==> config.mk <==
export PLATFORM = sky130hd
export DESIGN_NAME = pool2d_stream
export DESIGN_NICKNAME = d
export VERILOG_FILES = /design/src/rtl/pool2d_stream.sv
export SDC_FILE = /design/constraint.sdc
export NUM_CORES = 1
export LEC_CHECK = 0
export CAP_MARGIN = 30
export CELL_PAD_IN_SITES_DETAIL_PLACEMENT = 0
export CELL_PAD_IN_SITES_GLOBAL_PLACEMENT = 1
export CORE_MARGIN = 2
export CORE_UTILIZATION = 33
export CTS_CLUSTER_SIZE = 8
export DETAILED_ROUTE_END_ITERATION = 7
export DONT_BUFFER_PORTS = 1
export PLACE_DENSITY_LB_ADDON = 0.1
export SYNTH_ARGS = -nofsm -noshare
export SYNTH_HDL_FRONTEND = slang
export SYNTH_SLANG_ARGS = --single-unit
export TNS_END_PERCENT = 1
==> constraint.sdc <==
create_clock -name clk -period 4.6 [get_ports clk]
set_input_delay 0.69 -clock clk [delete_from_list [all_inputs] [get_ports clk]]
set_output_delay 0.69 -clock clk [all_outputs]
set_load 0.01 [all_outputs]
==> src/rtl/pool2d_stream.sv <==
// pool2d_stream: streaming non-overlapping POOLxPOOL sum/max pooling of raster-order frames.
// Optional feature: define POOL_ROUND_EN to turn avg-mode window sums into rounded means.
module pool2d_stream #(
  parameter int unsigned IMG_WIDTH  = 32,
  parameter int unsigned IMG_HEIGHT = 32,
  parameter int unsigned CHANNELS   = 1,
  parameter int unsigned IN_WIDTH   = 4,
  parameter int unsigned POOL       = 2,
  parameter int unsigned OUT_WIDTH  = 6
) (
  input  logic                          clk,
  input  logic                          rst_n,
  input  logic                          mode,
  input  logic [CHANNELS*IN_WIDTH-1:0]  din,
  input  logic                          din_valid,
  output logic                          din_ready,
  output logic [CHANNELS*OUT_WIDTH-1:0] dout,
  output logic                          dout_valid,
  input  logic                          dout_ready,
  output logic                          dout_last
);

  localparam int unsigned Lg     = $clog2(POOL);
  localparam int unsigned AccW   = IN_WIDTH + 2 * Lg;
  localparam int unsigned NumWin = IMG_WIDTH / POOL;
  localparam int unsigned ColW   = (IMG_WIDTH > 1) ? $clog2(IMG_WIDTH) : 1;
  localparam int unsigned RowW   = (IMG_HEIGHT > 1) ? $clog2(IMG_HEIGHT) : 1;
  localparam int unsigned IdxW   = (NumWin > 1) ? $clog2(NumWin) : 1;
  localparam logic [ColW-1:0] ColMax = ColW'(IMG_WIDTH - 1);
  localparam logic [RowW-1:0] RowMax = RowW'(IMG_HEIGHT - 1);

`ifdef POOL_ROUND_EN
  localparam int unsigned MinOutW = IN_WIDTH;
  localparam logic [AccW:0] RoundBias = (AccW + 1)'(1) << (2 * Lg - 1);
`else
  localparam int unsigned MinOutW = AccW;
`endif

  if (OUT_WIDTH < MinOutW || POOL < 2 || POOL > 8 || (POOL & (POOL - 1)) != 0 ||
      (IMG_WIDTH % POOL) != 0 || (IMG_HEIGHT % POOL) != 0) begin : gen_param_check
    $error("pool2d_stream: illegal parameter combination");
  end

  logic [ColW-1:0]              col_q;
  logic [RowW-1:0]              row_q;
  logic                         mode_q;
  logic [AccW-1:0]              h_acc_q [CHANNELS];
  logic [AccW-1:0]              band_q  [NumWin][CHANNELS];
  logic [CHANNELS*OUT_WIDTH-1:0] dout_q;
  logic                         dout_valid_q;
  logic                         dout_last_q;

  logic                         cur_mode;
  logic                         in_fire, out_fire, load;
  logic                         col_first, col_last, row_first, row_last;
  logic                         frame_start, frame_end;
  logic [IdxW-1:0]              win_idx;
  logic [AccW-1:0]              px;
  logic [AccW-1:0]              h_new   [CHANNELS];
  logic [AccW-1:0]              v_new   [CHANNELS];
  logic [CHANNELS*OUT_WIDTH-1:0] dout_d;
`ifdef POOL_ROUND_EN
  logic [AccW:0]                rounded;
`endif

  function automatic logic [AccW-1:0] merge(input logic m, input logic [AccW-1:0] a,
                                            input logic [AccW-1:0] b);
    if (m) return (a > b) ? a : b;
    return a + b;
  endfunction

  assign din_ready  = !dout_valid_q || dout_ready;
  assign dout       = dout_q;
  assign dout_valid = dout_valid_q;
  assign dout_last  = dout_last_q;

  always_comb begin
    in_fire     = din_valid && din_ready;
    out_fire    = dout_valid_q && dout_ready;
    col_first   = ~|col_q[Lg-1:0];
    col_last    = &col_q[Lg-1:0];
    row_first   = ~|row_q[Lg-1:0];
    row_last    = &row_q[Lg-1:0];
    frame_start = (col_q == '0) && (row_q == '0);
    frame_end   = (col_q == ColMax) && (row_q == RowMax);
    load        = in_fire && col_last && row_last;
    win_idx     = IdxW'(col_q >> Lg);
    // The (0,0) pixel already belongs to the new frame, so it uses the incoming mode.
    cur_mode    = frame_start ? mode : mode_q;
    px          = '0;
    dout_d      = '0;
`ifdef POOL_ROUND_EN
    rounded     = '0;
`endif
    for (int c = 0; c < CHANNELS; c++) begin
      px       = AccW'(din[c*IN_WIDTH +: IN_WIDTH]);
      h_new[c] = col_first ? px : merge(cur_mode, h_acc_q[c], px);
      v_new[c] = row_first ? h_new[c] : merge(cur_mode, band_q[win_idx][c], h_new[c]);
`ifdef POOL_ROUND_EN
      rounded  = ({1'b0, v_new[c]} + RoundBias) >> (2 * Lg);
      dout_d[c*OUT_WIDTH +: OUT_WIDTH] = cur_mode ? OUT_WIDTH'(v_new[c]) : OUT_WIDTH'(rounded);
`else
      dout_d[c*OUT_WIDTH +: OUT_WIDTH] = OUT_WIDTH'(v_new[c]);
`endif
    end
  end

  always_ff @(posedge clk or negedge rst_n) begin
    if (!rst_n) begin
      col_q        <= '0;
      row_q        <= '0;
      mode_q       <= 1'b0;
      dout_q       <= '0;
      dout_valid_q <= 1'b0;
      dout_last_q  <= 1'b0;
      for (int c = 0; c < CHANNELS; c++) h_acc_q[c] <= '0;
    end else begin
      if (in_fire) begin
        if (frame_start) mode_q <= mode;
        if (col_q == ColMax) begin
          col_q <= '0;
          row_q <= (row_q == RowMax) ? '0 : row_q + RowW'(1);
        end else begin
          col_q <= col_q + ColW'(1);
        end
        for (int c = 0; c < CHANNELS; c++) h_acc_q[c] <= h_new[c];
      end
      if (load) begin
        dout_q       <= dout_d;
        dout_valid_q <= 1'b1;
        dout_last_q  <= frame_end;
      end else if (out_fire) begin
        dout_valid_q <= 1'b0;
        dout_last_q  <= 1'b0;
      end
    end
  end

  // Band rows other than the last fold their horizontal result into the column buffer.
  always_ff @(posedge clk) begin
    if (in_fire && col_last && !row_last) begin
      for (int c = 0; c < CHANNELS; c++) band_q[win_idx][c] <= v_new[c];
    end
  end

endmodule

Yosys cells after proc, flatten, opt, wreduce, memory -nomap -nowiden:

Memories as Yosys holds them, arrays and structs flattened.
Cells that the tools add are included.

* order comparisons: 2
* equal/unequal tests: 2
* add/sub/neg operators: 4
* multipliers: 0
* bitwise operators: 0
* mux-type cells: 17
* reductions and logical operators: 14
* div/mod/pow operators: 0
* shifts and indexed selects: 0

Operator list (number)
* two-way mux 6 bit: 8
* adder 5 x 1 -> 5 bit, second input constant: 2
* == test 5 bit, second input constant: 2
* zero test 5 bit: 2
* two-way mux 5 bit: 2
* logical AND 1 bit: 7
* two-way mux 1 bit: 7
* adder 6 x 4 -> 6 bit: 1
* adder 6 bit: 1
* > comparator 6 x 4 -> 1 bit: 1
* > comparator 6 bit: 1
* zero test 1 bit: 2
* AND reduction 2 bit: 1
* nonzero test 2 bit: 1
* logical OR 1 bit: 1

* register bits after elaboration: 25
* input port bits: 9
* output and inout port bits: 9
* word-level logic and storage cells: 47
* latch bits: 0
* RAM bits: 96
* ROM bits: 0
* memories: 1

Memory list
* band_q: depth 16, width 6, rd ports 1, clocked after Yosys merged registers in 0, wr ports 1, line 48 `logic [AccW-1:0] band_q [NumWin][CHANNELS];`

Longest topological paths before layout:

* word-level depth: 11
* gate-level depth with buffers: 19
* depth with buffers taken out: 15

Least setup slack after synthesis:

OpenSTA, ideal clock, no wires.

* path kind: input to register
* start point: input port din[3]
* end point: memory band_q[0][3] in the netlist's numbering, data pin
* required time: 4.270 ns
* data arrival time: 4.129 ns
* slack: 0.141 ns
* stages: 15
* cell sequence: inv_1 ha_1 nand2_1 o21bai_1 a211oi_2 a211oi_1 nor3_2 inv_1 ha_1 nor3b_1 o31a_1 o31ai_2 and2_1 nor2_1 o21ai_0

RTL lines
* start, declared: line 14 `input logic [CHANNELS*IN_WIDTH-1:0] din,`
* end, declared: line 48

Final worst setup path:

* start point: register h_acc_q[2] in the netlist's numbering
* end point: memory band_q[12][5] in the netlist's numbering, data pin

* longest elaborated chain between the ends: 10

Ends and longest elaborated chain
* start, declared: line 47 `logic [AccW-1:0] h_acc_q [CHANNELS];`
* > comparator 6 x 4 -> 1 bit: line 68 `if (m) return (a > b) ? a : b;`
* two-way mux 6 bit (2 in series): line 68
* two-way mux 6 bit (*): line 69 `return a + b;`
* two-way mux 6 bit (*): line 97 `h_new[c] = col_first ? px : merge(cur_mode, h_acc_q[c], px);`
* > comparator 6 bit: line 68
* two-way mux 6 bit (2 in series): line 68
* two-way mux 6 bit: line 69
* two-way mux 6 bit (*): line 98 `v_new[c] = row_first ? h_new[c] : merge(cur_mode, band_q[win_idx][c], h_new[c]);`
* named net dout_d[5]: line 61 `logic [CHANNELS*OUT_WIDTH-1:0] dout_d;`

The timed path passes the listed nets; every way through them passes the cells marked *. The select of a mux whose other input is x is not followed.

==> results.py <==
metrics = {
    "logic_synthesis": {
        "synth-seq-area-share_pct": 59.5,
        "ys.flop_type": "edfxtp_1",
        "syn-num-nets": 453,
        "ys_types": 65,
        "yosysWarnings": 0,
        "syn_inst": 417,
        "syn_area_mm2": 0.00590,
        "avgSynthCellArea_um2": 14.1,
        "async_flop_share_pct": 20.7,
        "synth_edf_count": 96,
        "synth_seq_cells": 121,
    },
    "floorplan": {
        "die_area_mm2": 0.0190,
        "start_util_pct": 34.0,
        "die_w_um": 138,
        "io_pins": 18,
        "rows": 48,
        "chipHeight_um": 138,
        "core_area_mm2": 0.0174,
    },
    "final_layout": {
        "fillerInstances": 1598,
        "drive_gt1_share_pct": 27.2,
        "fin_util_pct": 42.1,
        "syn2layout_area_growth_pct": 24.0,
        "regArea_mm2": 0.00351,
        "multiInputGateArea_mm2": 0.00222,
        "nNetsFinal": 527,
        "num_antenna_cells": 0,
        "fin_area_mm2": 0.00731,
    },
    "sta": {
        "hold_viol_final": 0,
        "relSlewSlack_pct": 49.9,
        "drv_slew": 0,
        "fin_crit_ns": 4.22,
        "worstMarginPinSlew_ns": 0.749,
        "fmax_mhz": 237,
        "rsz0062_at_grt": "no",
        "fin_worst_skew_ns": 0.00702,
        "period_share_pct": 91.7,
        "finalSetupViolCount": 0,
    },
    "clocking": {
        "cts_tree": "yes",
        "path_clk_slew_ns": 0.06,
        "ctsHtreeMaxLevel": 4,
        "clockRootBuffer": "clkbuf_16",
        "clk_latency_ns": 0.41,
        "clock-sinks": 121,
        "cts_buffers": 17,
        "post_cts_buffers": 0,
        "clockBufferDepth": 2,
    },
    "place": {
        "io_buffers": 0,
        "place_congestion": 0.914,
        "place_area_mm2": 0.00666,
        "dp_hpwl_um": 10900,
    },
    "worst_setup_path": {
        "reg2reg_to": "band_q[12][5]",
        "crit_end": "band_q[12][5]",
        "cp_max_fo": 16,
        "worst-setup-path-type": "register to register",
        "crit_path_end_kind": "register",
        "timing.rr.start": "h_acc_q[2]",
        "arrival_ns": 4.34,
        "crit_path_start_kind": "register",
        "crit_path_start": "h_acc_q[2]",
        "critPathRequiredTime_ns": 4.72,
        "rr_worst_depth": 13,
        "reg2reg_slack_ns": 0.38,
    },
    "global_routing": {
        "antenna_found_initial": 0,
        "grt_start_max_net_pins": 26,
        "track_usage_pct": 17.5,
        "grt_pass1_vias": 3914,
        "grt.met1_usage_pct": 22.6,
        "grt_overflow_total": 0,
        "grt_util_met2_pct": 29.0,
        "grt_pass1_wl_um": 23500,
        "use_met3_pct": 3.42,
        "grt_busiest_layer": "met2",
    },
    "power_and_ir_drop": {
        "pwr_density_cell_mw_per_mm2": 934,
        "leakage_uw": 0.00279,
        "power_uw": 6830,
        "ir_worst_vdd_uv": 400,
    },
    "min_path": {
        "hp-class": "input pin to asynchronous set/reset pin",
    },
    "detailed_routing": {
        "drtIter0Drc": 226,
        "vias": 3784,
        "viasPerCell": 5.20,
        "ant_nets": 0,
        "drt_pass1_iterations": 4,
        "totalWireLength_um": 15200,
        "wl_per_cell_um": 20.8,
        "drcViolationCount": 0,
    },
    "run": {
        "max_cap_viol_count": 0,
    },
    "run_status": {
        "outcome": "completed",
    },
}
==> where the power goes <==
group / leakage [uW] / internal [uW] / switching, uW
combinational: 0.00132 / 1450 / 1910
clock: 0.000294 / 906 / 497
sequential: 0.00117 / 1980 / 82.6
==> cells in the final DEF, fill, tap and decap left out, drive strengths merged, types with 3 or more instances in the layout <==
master,Yosys,final
a211o,3,3
a211oi,3,3
a21oi,7,7
a22o,7,7
a22oi,11,11
a31oi,6,6
and2,4,4
and3,4,4
buf,8,72
bufinv,0,4
clkbuf,9,17
clkinv,1,5
clkinvlp,0,3
dfrtp,25,25
edfxtp,96,96
ha,25,25
inv,23,26
mux2,5,5
mux4,24,24
nand2,35,35
nand2b,7,7
nand3,15,15
nand4,4,4
nor2,19,19
nor2b,6,6
nor3,7,7
nor4b,3,3
o21ai,18,18
o31ai,3,3
or3,3,3
xor2,4,4
==> logic make-up (layout without fill, tap and decap cells) <==
family,after synthesis,in the layout,share of synthesized area (%)
DFF,121,121,59.5
and+or+nand+nor,116,116,10.2
AOI/OAI and AO/OA,78,78,9.68
buffers and inverters,41,127,3.06
muxes,30,30,11.0
adders and majority gates,27,27,5.98
xor gates and xnor gates,4,4,0.594
==> layout make-up <==
class	count	share of cell area [%]
clock inverters	14	2.67
multi-input cells	255	30.4
inverters	24	1.23
clock buffers	17	5.82
repair buffers	72	8.08
flip-flops and latches	121	48.0
well taps	225	3.85
==> per-layer routing <==
layer,vias to the layer above,routed length [um]
met1,1917,6720
met5,-,0
li1,1773,-
met3,20,656
met4,0,296
met2,74,7500
==> synth_stat cells (all sizes together), types with 5 or more instances <==
library cell | count | area share [%]
edfxtp | 96 | 49
o21ai | 18 | 1.5
dfrtp | 25 | 11
a22o | 7 | 1.0
nand2b | 7 | 0.74
nor2b | 6 | 0.64
mux4 | 24 | 9.8
clkbuf | 9 | 0.57
nor3 | 7 | 0.68
a31oi | 6 | 0.64
nor2 | 19 | 1.3
ha | 25 | 5.3
mux2 | 5 | 1.0
a22oi | 11 | 1.4
inv | 23 | 1.5
buf | 8 | 0.95
nand2 | 35 | 2.2
a21oi | 7 | 0.59
nand3 | 15 | 1.3
==> how the worst min path moves through the flow <==
stage / from / endpoint / slack [ns] / depth (start not counted)
after floorplan: rst_n / col_q[0] / 0.39 / 0
after global placement: rst_n / row_q[3] / 0.39 / 0
after detailed placement: rst_n / row_q[2] / 0.40 / 0
after CTS: rst_n / row_q[2] / 0.08 / 1
after global routing: rst_n / row_q[3] / 0.08 / 1
final: rst_n / row_q[4] / 0.09 / 1
==> critical path: stages, from the launching register on <==
cell and delay, ns:
dfrtp_1 0.40, ha_1 0.32, or3b_1 0.40, a31oi_1 0.23, o21ai_0 0.15, or3_1 0.33, a31o_1 0.21, ha_1 0.33
nor4bb_1 0.35, o21a_1 0.20, o31ai_2 0.08, nor2_1 0.26, a211oi_2 0.16, o22ai_2 0.51
==> sequential cells by signal (all words and copies together), names as in the netlist <==
name and cells:
dout_valid 1, mode_q 1, row_q 5, h_acc_q 6
dout_last 1, col_q 5, dout 6, band_q 96
==> what timing repair did <==
action,4_1_cts,5_1_grt
pin swaps,0,0
gates resized for setup,1,2
endpoints found under the hold margin,25,0
hold buffers,1,0
endpoints found under the setup margin,16,32
==> stage by stage <==
stage | setup slack [ns] | hold WS [ns] | TNS, ns | std cells
after global routing | 0.0533 | 0.0790 | 0 | 728
after CTS | 0.222 | 0.0804 | 0 | 727
after floorplan | 0.141 | 0.394 | 0 | 417
after global placement | -0.178 | 0.395 | -4.84 | 694
after detailed placement | -0.344 | 0.395 | -7.28 | 695
final | 0.381 | 0.0922 | 0 | 728
Power figures use the tool's default switching activity.
